==> config.mk <==
export PLATFORM = sky130hd
export DESIGN_NAME = cache_line_flat
export DESIGN_NICKNAME = d
export VERILOG_FILES = /design/src/rtl/cache_pkg.sv /design/src/rtl/cache_line_if.sv /design/src/rtl/cache_line_store.sv /design/src/rtl/cache_line.sv /design/src/flat_wrapper.sv
export SDC_FILE = /design/constraint.sdc
export NUM_CORES = 1
export LEC_CHECK = 0
export ABC_AREA = 1
export CAP_MARGIN = 10
export CORE_ASPECT_RATIO = 1.2
export CORE_MARGIN = 5
export CORE_UTILIZATION = 53
export DETAILED_ROUTE_END_ITERATION = 7
export PLACE_DENSITY_LB_ADDON = 0.08
export SLEW_MARGIN = 30
export SYNTH_ARGS = -nofsm -noshare
export SYNTH_HDL_FRONTEND = slang
export SYNTH_SLANG_ARGS = --single-unit
==> constraint.sdc <==
create_clock -name clk -period 5.04 [get_ports clk]
set_input_delay 1.008 -clock clk [delete_from_list [all_inputs] [get_ports clk]]
set_output_delay 1.008 -clock clk [all_outputs]
set_load 0.005 [all_outputs]
==> src/rtl/cache_pkg.sv <==
// Shared constants for the TTCache data array: FSM state encoding and default geometry.
// Imported by cache_line, its word store and the set/way wrapper.
package cache_pkg;
   localparam logic [1:0] ST_IDLE = 2'd0;
   localparam logic [1:0] ST_FILL = 2'd1;
   localparam logic [1:0] ST_DONE = 2'd2;

   localparam int DATA_W_DEF   = 16;
   localparam int TAG_W_DEF    = 8;
   localparam int OFFSET_W_DEF = 2;
endpackage

==> src/rtl/cache_line_if.sv <==
// Request/response and fill bundle between lookup logic (master) and one cache line (slave).
// parity_err exists only when CACHE_LINE_PARITY_EN is defined.
import cache_pkg::*;

interface cache_line_if #(
   parameter int DATA_W   = DATA_W_DEF,
   parameter int TAG_W    = TAG_W_DEF,
   parameter int OFFSET_W = OFFSET_W_DEF
);
   logic                enable;
   logic                write;
   logic                fill;
   logic                flush;
   logic [TAG_W-1:0]    tag_in;
   logic [OFFSET_W-1:0] offset;
   logic [DATA_W-1:0]   data_in;
   logic                fill_valid;
   logic [DATA_W-1:0]   fill_data;
   logic [DATA_W-1:0]   data_out;
   logic                hit;
   logic                ack;
   logic                valid;
   logic                dirty;
   logic [TAG_W-1:0]    tag_out;
   logic                busy;
`ifdef CACHE_LINE_PARITY_EN
   logic                parity_err;
`endif

   modport master (
      output enable, write, fill, flush, tag_in, offset, data_in, fill_valid, fill_data,
      input  data_out, hit, ack, valid, dirty, tag_out, busy
`ifdef CACHE_LINE_PARITY_EN
      , input parity_err
`endif
   );

   modport slave (
      input  enable, write, fill, flush, tag_in, offset, data_in, fill_valid, fill_data,
      output data_out, hit, ack, valid, dirty, tag_out, busy
`ifdef CACHE_LINE_PARITY_EN
      , output parity_err
`endif
   );
endinterface

==> src/rtl/cache_line_store.sv <==
// Word array of one line: single muxed write port, combinational read port.
// With CACHE_LINE_PARITY_EN each word carries an even-parity bit checked on read.
import cache_pkg::*;

module cache_line_store #(
   parameter int DATA_W   = DATA_W_DEF,
   parameter int OFFSET_W = OFFSET_W_DEF
) (
   input  logic                clk,
   input  logic                rst_n,
   input  logic                we,
   input  logic [OFFSET_W-1:0] waddr,
   input  logic [DATA_W-1:0]   wdata,
   input  logic [OFFSET_W-1:0] raddr,
   output logic [DATA_W-1:0]   rdata
`ifdef CACHE_LINE_PARITY_EN
   ,
   output logic                rd_perr
`endif
);
   localparam int WORDS = 2**OFFSET_W;

   logic [DATA_W-1:0] mem [WORDS];

   always_ff @(posedge clk or negedge rst_n) begin
      if (!rst_n) begin
         for (int i = 0; i < WORDS; i++) mem[i] <= '0;
      end else if (we) begin
         mem[waddr] <= wdata;
      end
   end

   assign rdata = mem[raddr];

`ifdef CACHE_LINE_PARITY_EN
   logic par_mem [WORDS];

   always_ff @(posedge clk or negedge rst_n) begin
      if (!rst_n) begin
         for (int i = 0; i < WORDS; i++) par_mem[i] <= 1'b0;
      end else if (we) begin
         par_mem[waddr] <= ^wdata;
      end
   end

   assign rd_perr = (^mem[raddr]) ^ par_mem[raddr];
`endif
endmodule

==> src/rtl/cache_line.sv <==
// One cache line: tag/valid/dirty, tag-compared read/write with 1-cycle ack, word-by-word fill.
// Fill stalls on fill_valid=0; flush wins over any request. Optional CACHE_LINE_PARITY_EN.
import cache_pkg::*;

module cache_line #(
   parameter int DATA_W   = DATA_W_DEF,
   parameter int TAG_W    = TAG_W_DEF,
   parameter int OFFSET_W = OFFSET_W_DEF
) (
   input logic         clk,
   input logic         rst_n,
   cache_line_if.slave bus
);
   logic [1:0]          state;
   logic [OFFSET_W-1:0] cnt;
   logic [TAG_W-1:0]    tag_q;
   logic                valid_q;
   logic                dirty_q;
   logic                ack_q;
   logic                hit_q;
   logic [DATA_W-1:0]   dout_q;
   logic [DATA_W-1:0]   rd_data;

   logic                tag_match;
   logic                idle_req;
   logic                do_fill;
   logic                do_write;
   logic                do_read;
   logic                fill_beat;
   logic                we;
   logic [OFFSET_W-1:0] waddr;
   logic [DATA_W-1:0]   wdata;

   // Folding valid into the match guarantees no hit is ever reported on an invalid line.
   assign tag_match = valid_q && (bus.tag_in == tag_q);
   assign idle_req  = (state == ST_IDLE) && !bus.flush && bus.enable;
   assign do_fill   = idle_req && bus.fill;
   assign do_write  = idle_req && !bus.fill && bus.write;
   assign do_read   = idle_req && !bus.fill && !bus.write;
   assign fill_beat = (state == ST_FILL) && !bus.flush && bus.fill_valid;
   assign we        = fill_beat || (do_write && tag_match);
   assign waddr     = fill_beat ? cnt : bus.offset;
   assign wdata     = fill_beat ? bus.fill_data : bus.data_in;

`ifdef CACHE_LINE_PARITY_EN
   logic rd_perr;
   logic perr_q;
`endif

   cache_line_store #(
      .DATA_W   (DATA_W),
      .OFFSET_W (OFFSET_W)
   ) u_store (
      .clk     (clk),
      .rst_n   (rst_n),
      .we      (we),
      .waddr   (waddr),
      .wdata   (wdata),
      .raddr   (bus.offset),
      .rdata   (rd_data)
`ifdef CACHE_LINE_PARITY_EN
      ,
      .rd_perr (rd_perr)
`endif
   );

   always_ff @(posedge clk or negedge rst_n) begin
      if (!rst_n) begin
         state   <= ST_IDLE;
         cnt     <= '0;
         tag_q   <= '0;
         valid_q <= 1'b0;
         dirty_q <= 1'b0;
         ack_q   <= 1'b0;
         hit_q   <= 1'b0;
         dout_q  <= '0;
`ifdef CACHE_LINE_PARITY_EN
         perr_q  <= 1'b0;
`endif
      end else begin
         ack_q  <= 1'b0;
         hit_q  <= 1'b0;
         dout_q <= '0;
`ifdef CACHE_LINE_PARITY_EN
         perr_q <= 1'b0;
`endif
         case (state)
            ST_IDLE: begin
               if (bus.flush) begin
                  valid_q <= 1'b0;
                  dirty_q <= 1'b0;
                  ack_q   <= 1'b1;
               end else if (do_fill) begin
                  state   <= ST_FILL;
                  valid_q <= 1'b0;
                  dirty_q <= 1'b0;
                  tag_q   <= bus.tag_in;
                  cnt     <= '0;
               end else if (do_write) begin
                  ack_q <= 1'b1;
                  hit_q <= tag_match;
                  if (tag_match) dirty_q <= 1'b1;
               end else if (do_read) begin
                  ack_q <= 1'b1;
                  hit_q <= tag_match;
                  if (tag_match) dout_q <= rd_data;
`ifdef CACHE_LINE_PARITY_EN
                  perr_q <= tag_match && rd_perr;
`endif
               end
            end
            ST_FILL: begin
               if (bus.flush) begin
                  state   <= ST_IDLE;
                  cnt     <= '0;
                  valid_q <= 1'b0;
                  dirty_q <= 1'b0;
                  ack_q   <= 1'b1;
               end else if (fill_beat) begin
                  cnt <= cnt + 1'b1;
                  if (&cnt) begin
                     state   <= ST_DONE;
                     valid_q <= 1'b1;
                     dirty_q <= 1'b0;
                     ack_q   <= 1'b1;
                     hit_q   <= 1'b1;
                  end
               end
            end
            ST_DONE: begin
               state <= ST_IDLE;
               if (bus.flush) begin
                  valid_q <= 1'b0;
                  dirty_q <= 1'b0;
                  ack_q   <= 1'b1;
               end
            end
            default: state <= ST_IDLE;
         endcase
      end
   end

   assign bus.data_out = dout_q;
   assign bus.hit      = hit_q;
   assign bus.ack      = ack_q;
   assign bus.valid    = valid_q;
   assign bus.dirty    = dirty_q;
   assign bus.tag_out  = tag_q;
   assign bus.busy     = (state == ST_FILL);
`ifdef CACHE_LINE_PARITY_EN
   assign bus.parity_err = perr_q;
`endif
endmodule
==> src/flat_wrapper.sv <==
// flat-port wrapper written by rule: the top's interface ports become plain ports
module cache_line_flat 
#(
   parameter int DATA_W   = DATA_W_DEF,
   parameter int TAG_W    = TAG_W_DEF,
   parameter int OFFSET_W = OFFSET_W_DEF
)
  (clk, rst_n, bus_enable, bus_write, bus_fill, bus_flush, bus_tag_in, bus_offset, bus_data_in, bus_fill_valid, bus_fill_data, bus_data_out, bus_hit, bus_ack, bus_valid, bus_dirty, bus_tag_out, bus_busy);
  cache_line_if #(.DATA_W(DATA_W), .TAG_W(TAG_W), .OFFSET_W(OFFSET_W)) bus_i ();
  input logic clk;
  input logic rst_n;
  input wire logic [$bits(bus_i.enable)-1:0] bus_enable;
  input wire logic [$bits(bus_i.write)-1:0] bus_write;
  input wire logic [$bits(bus_i.fill)-1:0] bus_fill;
  input wire logic [$bits(bus_i.flush)-1:0] bus_flush;
  input wire logic [$bits(bus_i.tag_in)-1:0] bus_tag_in;
  input wire logic [$bits(bus_i.offset)-1:0] bus_offset;
  input wire logic [$bits(bus_i.data_in)-1:0] bus_data_in;
  input wire logic [$bits(bus_i.fill_valid)-1:0] bus_fill_valid;
  input wire logic [$bits(bus_i.fill_data)-1:0] bus_fill_data;
  output wire logic [$bits(bus_i.data_out)-1:0] bus_data_out;
  output wire logic [$bits(bus_i.hit)-1:0] bus_hit;
  output wire logic [$bits(bus_i.ack)-1:0] bus_ack;
  output wire logic [$bits(bus_i.valid)-1:0] bus_valid;
  output wire logic [$bits(bus_i.dirty)-1:0] bus_dirty;
  output wire logic [$bits(bus_i.tag_out)-1:0] bus_tag_out;
  output wire logic [$bits(bus_i.busy)-1:0] bus_busy;
  assign bus_i.enable = bus_enable;
  assign bus_i.write = bus_write;
  assign bus_i.fill = bus_fill;
  assign bus_i.flush = bus_flush;
  assign bus_i.tag_in = bus_tag_in;
  assign bus_i.offset = bus_offset;
  assign bus_i.data_in = bus_data_in;
  assign bus_i.fill_valid = bus_fill_valid;
  assign bus_i.fill_data = bus_fill_data;
  assign bus_data_out = bus_i.data_out;
  assign bus_hit = bus_i.hit;
  assign bus_ack = bus_i.ack;
  assign bus_valid = bus_i.valid;
  assign bus_dirty = bus_i.dirty;
  assign bus_tag_out = bus_i.tag_out;
  assign bus_busy = bus_i.busy;
  cache_line #(.DATA_W(DATA_W), .TAG_W(TAG_W), .OFFSET_W(OFFSET_W)) u_core (.clk(clk), .rst_n(rst_n), .bus(bus_i));
endmodule
* Yosys cells after proc, flatten, opt, wreduce, memory -nomap -nowiden
Index checks and enable logic that the tools add are counted.
** Operators by class
- Add/subtract/negate cells :: 1
- Magnitude comparators :: 3
- Eq/ne operators :: 11
- Muxes and demuxes :: 55
- Bitwise logic cells :: 3
- Reduce and logical (&&, ||, !) cells :: 24
** Operators by type and width (number)
- $mux W16 :: 10
- $bwmux W64 :: 1
- $bmux W16 S2 :: 1
- $demux W16 S2 :: 1
- $mux W1 :: 26
- $mux W2 :: 10
- $logic_and A1 B1 Y1 :: 11
- $ne A3 B2 Y1 const B :: 3
- $pmux W1 S3 :: 3
- $eq A8 B8 Y1 :: 1
- $ne A4 B2 Y1 const B :: 2
- $pmux W2 S2 :: 2
- $reduce_and A4 Y1 :: 2
- $ge A3 B3 Y1 const B :: 2
- $not A2 Y3 :: 2
- $reduce_and A6 Y1 :: 1
- $reduce_and A5 Y1 :: 1
- $ne A2 B2 Y1 const B :: 2
- $logic_not A1 Y1 :: 3
- $lt A3 B1 Y1 const B :: 1
- $reduce_and A3 Y1 :: 1
- $reduce_bool A3 Y1 :: 1
- $add A2 B1 Y2 const B :: 1
- $eq A2 B1 Y1 const B :: 1
- 8 further kinds :: 8
** Word-level totals
- Register bits :: 96
- Input port bits :: 49

* Logic depth before layout (Yosys ltp)
- Depth after elaboration :: 10
- Mapped depth :: 13
- Depth with buffers taken out :: 12

* Modules after synthesis
A second synthesis with hierarchy kept.
** Unflattened totals
- Cell total of the unflattened synthesis :: 730
- Area, all modules :: 5313.8 sq um
** By module, submodules not included
- cache_line_store :: instances 1, cells an instance 470, area each 3453.3 sq um, sequential area each 1601.5 sq um
- cache_line :: instances 1, cells an instance 260, area each 1860.5 sq um, sequential area each 800.8 sq um

* Least setup slack after synthesis
Ideal clock, no wire load.
- Kind :: input-to-reg
- Start point :: in bus_flush
- End point :: reg u_core.u_store.mem[16] (netlist name)
- Library setup time :: 0.117 ns
- Arrival time :: 2.152 ns
- Setup slack :: 2.772 ns
- Stages on the path :: 11
- Buffers on the path :: 1
- Path through :: inv_2 > nand2_4 > nor2_8 > nand2_2 > o21ai_2 > inv_1 > nor2_4 > nand2_2 > buf_2 > nand2_1 > nand2_1
** Between the ends
- Word-level cells in the longest chain between the ends :: 10
- Elaborated cells between the ends (all ways) :: 18
** Ends and longest elaborated chain
- from (decl) :: RTL line flat_wrapper.sv:15 : input wire logic [$bits(bus_i.flush)-1:0] bus_flush;
- $logic_not A1 Y1 * :: RTL line cache_line.sv:36, cache_line.sv:40
- $logic_and A1 B1 Y1 (2 in series) :: RTL line cache_line.sv:40 : assign fill_beat = (state == ST_FILL) && !bus.flush && bus.fill_valid;
- $mux W2 :: RTL line cache_line.sv:42 : assign waddr = fill_beat ? cnt : bus.offset;
- $not A2 Y3 (not written as such) :: RTL line cache_line_store.sv:29 : mem[waddr] <= wdata;
- $ge A3 B3 Y1 (not written as such) or $lt A3 B1 Y1 (tied branches) :: RTL line cache_line_store.sv:29
- $logic_and A1 B1 Y1 (not written as such) :: RTL line cache_line_store.sv:29
- $mux W16 (not written as such) :: RTL line cache_line_store.sv:29
- $demux W16 S2 :: RTL line cache_line_store.sv:29
- $bwmux W64 :: RTL line cache_line_store.sv:29
- to (signal, indexed assignment) :: RTL line cache_line_store.sv:29
- to (decl) :: RTL line cache_line_store.sv:23 : logic [DATA_W-1:0] mem [WORDS];
Every way passes the cells marked *; elsewhere a longest branch is shown, timed or not.
A chain may end at the register's enable or synchronous reset.

* Final worst setup path
- Start point :: in bus_offset[0]
- End point :: reg u_core.u_store.mem[53] (netlist name)
** Between the ends
- Word-level cells in the longest chain between the ends :: 7
- Elaborated cells between the ends (all ways) :: 8
** Ends and longest elaborated chain
- from (decl) :: RTL line flat_wrapper.sv:17 : input wire logic [$bits(bus_i.offset)-1:0] bus_offset;
- $mux W2 * :: RTL line cache_line.sv:42
- $not A2 Y3 (not written as such) * :: RTL line cache_line_store.sv:29
- $ge A3 B3 Y1 (not written as such) or $lt A3 B1 Y1 (tied branches) :: RTL line cache_line_store.sv:29
- $logic_and A1 B1 Y1 (not written as such) :: RTL line cache_line_store.sv:29
- $mux W16 (not written as such) :: RTL line cache_line_store.sv:29
- $demux W16 S2 * :: RTL line cache_line_store.sv:29
- $bwmux W64 * :: RTL line cache_line_store.sv:29
Marks and branches as above.

==> qor.csv <==
stage,metric,value,unit
clocking,cts_max_level,3,
yosys,ys_ff_latch,96,
floorplan,die_h,114,µm
sta,fin_tns_setup,0,ps
clocking,insertion_delay,370,ps
placement,post_dp_cell_area,5580,µm²
detailed_routing,wl_met2,5870,µm
worst_hold_path,min_path_cells,2,
clocking,clockBufferDepth,2,
final_layout,nFillCells,799,
setup_path,critPathKind,input port to register,
yosys,netlist_area,4770,µm²
yosys,syn-mean-instance-area,7.83,µm²
setup_path,ff2ff_path_depth,11,
clocking,cts_tree,yes,
clocking,clock-root-buffer,clkbuf_8,
clocking,clkTransAtPathRegs,90,ps
floorplan,core,8940,µm²
sta,hold_viol,0,
placement,routabilityCongestion,0.831,
clocking,cts_sinks,96,
setup_path,cp_max_fo,19,
detailed_routing,met1_length,5020,µm
detailed_routing,finalWirelength,12200,µm
clocking,cts_resized,0,
global_route,grt_max_degree,63,
worst_hold_path,hp-start,u_core.u_store.mem[47],
sta,fmax,303,MHz
detailed_routing,dr_wl_met3,999,µm
detailed_routing,top_layer_used,met4,
sta,tightestPinTransition,843,ps
floorplan,io_pins,78,
sta,fin_crit_sh,65.4,%
floorplan,die_area,11000,µm²
placement,dp_hpwl,7950,µm
sta,fin_crit,3300,ps
detailed_routing,dr_total_vias,4274,
sta,rsz0062_at_grt,no,
sta,fin_skew,4.26,ps
setup_path,reg2reg_to,u_core.u_store.mem[53],
setup_path,cp-start-kind,input port,
detailed_routing,drc,0,
final_layout,nNetsFinal,729,
detailed_routing,ant_nets,0,
floorplan,rows,38,
yosys,syn-instance-count,609,
global_route,overflow,0,
sta,setup_viol,0,
worst_hold_path,hp-class,register to register,
global_route,grt_usage,22.4,%
setup_path,required,5300,ps
yosys,ys.flop_type,dfrtp_1,
clocking,post_cts_buffers,0,
placement,port_buffers,77,
global_route,antenna_found_initial,0,
setup_path,worstSetupEndpointType,register,
clocking,numCtsBuffers,9,
sta,slew_viol_final,0,
setup_path,reg2reg_from,u_core.state[1],
setup_path,critPathMaxStageDelay,850,ps
worst_hold_path,worstHoldEndpoint,u_core.u_store.mem[47],
clocking,hold_buffers,0,
flow_run,drv_cap,0,
setup_path,crit_chain,clkdlybuf4s50_1 > o21ai_2 > inv_1 > nor2_4 > nand2_2 > nand2_1 > nand2_1,
final_layout,num_antenna_cells,0,
detailed_routing,wl_per_cell,15.3,µm
detailed_routing,first_iter_violations,323,
sta,relSlewSlack,43.6,%
final_layout,design_area,5790,µm²
pwr,worst_ir_drop_vdd,238,µV
outcome,run_status,"finished, final reports clean",
final_layout,area_delta_synth_final,21.3,%
final_layout,final_util,64.7,%
setup_path,cp.arrival,3560,ps
yosys,ys_async_sr_fraction,100,%
setup_path,rrSetupSlack,2180,ps
yosys,ys_types,29,
global_route,grt_pass1_wl,20100,µm
setup_path,cp_common_cell,nand2_1,
floorplan,initial_utilization,53.4,%
pwr,p_per_area,453,nW/µm²
yosys,synth_edf_count,0,
detailed_routing,first_pass_iters,5,
floorplan,die_width,96.6,µm
setup_path,slowest_stage,clkdlybuf4s50_1,
global_route,grt_pass1_vias,4170,
detailed_routing,vias_per_cell,5.35,
pwr,p_leak,2.94,nW
yosys,syn_nets,664,
yosys,ys_warn_count,0,
yosys,seq_area_frac_synth,50.4,%
final_layout,drive_above_1_share,6.19,%
==> critical path: cells and delay by family <==
| kind | cells | cell delay, ps |
|---|---|---|
| and+or+nand+nor | 4 | 1050 |
| buffers and inverters | 2 | 1030 |
| AOI/OAI and AO/OA | 1 | 460 |
==> state kept, by name (all words and copies together) (netlist names) <==
register and count:
u_core.bus.ack 1, u_core.bus.data_out 16, u_core.bus.dirty 1, u_core.bus.hit 1, u_core.bus.tag_out 8, u_core.bus.valid 1, u_core.cnt 2, u_core.state 2
u_core.u_store.mem 64
==> final cells by class <==
cell class / count / area, µm² / share of cell area [%]
Sequential cell: 96 / 2400 / 41.5
Multi-Input combinational cell: 452 / 2100 / 36.2
Timing Repair Buffer: 83 / 817 / 14.1
Clock buffer: 13 / 159 / 2.75
Tap cell: 120 / 150 / 2.59
Inverter: 32 / 123 / 2.12
Clock inverter: 3 / 40.0 / 0.692
==> worst max path at each step <==
stage                        startpoint                      to  slack, ps
after floorplan               bus_flush  u_core.u_store.mem[16]       2770
after global placement        bus_flush  u_core.u_store.mem[60]       1440
after detailed placement      bus_flush  u_core.bus.data_out[4]       1360
after CTS                     bus_flush  u_core.bus.data_out[4]       1750
after global routing          bus_flush  u_core.u_store.mem[53]       1560
final                     bus_offset[0]  u_core.u_store.mem[53]       1740
==> logic make-up (layout without fill, tap and decap cells) <==
group / Yosys count / in the layout / share of synthesized area, %
fa+ha+maj: 6 / 6 / 1.57
compound gates: 53 / 53 / 7.58
xor+xnor: 1 / 1 / 0.184
mux: 1 / 1 / 0.236
flops: 96 / 96 / 50.4
simple gates: 391 / 391 / 34.4
buf+inv: 61 / 131 / 5.69
==> metal layers <==
metal	GRT usage, %	vias to the layer above
met5	0	-
met4	9.64	0
met3	4.95	26
met2	37.8	170
met1	28.0	2001
li1	-	2077
==> synthesized netlist by cell type, types with 2 or more instances <==
master	n	area share (%)
nand2_1	267	21
dfrtp_1	96	50
nand3_1	71	7.5
nor2_1	33	2.6
inv_1	29	2.3
a21oi_1	20	2.1
a32o_1	16	3.4
o21ai_0	14	1.5
clkbuf_1	13	1.0
buf_2	11	1.2
nand2_2	7	0.92
ha_1	6	1.6
buf_4	3	0.47
nand4_1	3	0.39
nor2_4	3	0.71
buf_6	2	0.47
inv_2	2	0.16
nor3_1	2	0.21
==> report_power, final <==
group,internal [mW],switching [mW]
Sequential,1.05,0.179
Combinational,0.364,0.507
Clock,0.256,0.267
==> cell usage in the layout, fill, tap and decap left out, types with 3 or more instances in the layout <==
cell type and instances:
nand2_1 267, dfrtp_1 96, clkdlybuf4s50_1 76, nand3_1 71
nor2_1 33, inv_1 28, a21oi_1 20, a32o_1 16
o21ai_0 14, clkbuf_8 11, nand2_2 7, ha_1 6
buf_4 6, inv_2 3, nand4_1 3, nor2_4 3
==> metrics by stage <==
step | total power [mW] | setup slack [ps] | hold WS [ps] | cells
after floorplan | 1.79 | 2770 | 442 | 609
after global placement | 2.07 | 1440 | 454 | 782
after detailed placement | 2.11 | 1360 | 458 | 782
after CTS | 2.63 | 1750 | 480 | 798
after global routing | 2.82 | 1560 | 500 | 799
final | 2.62 | 1740 | 480 | 799
Power figures use the tool's default switching activity.
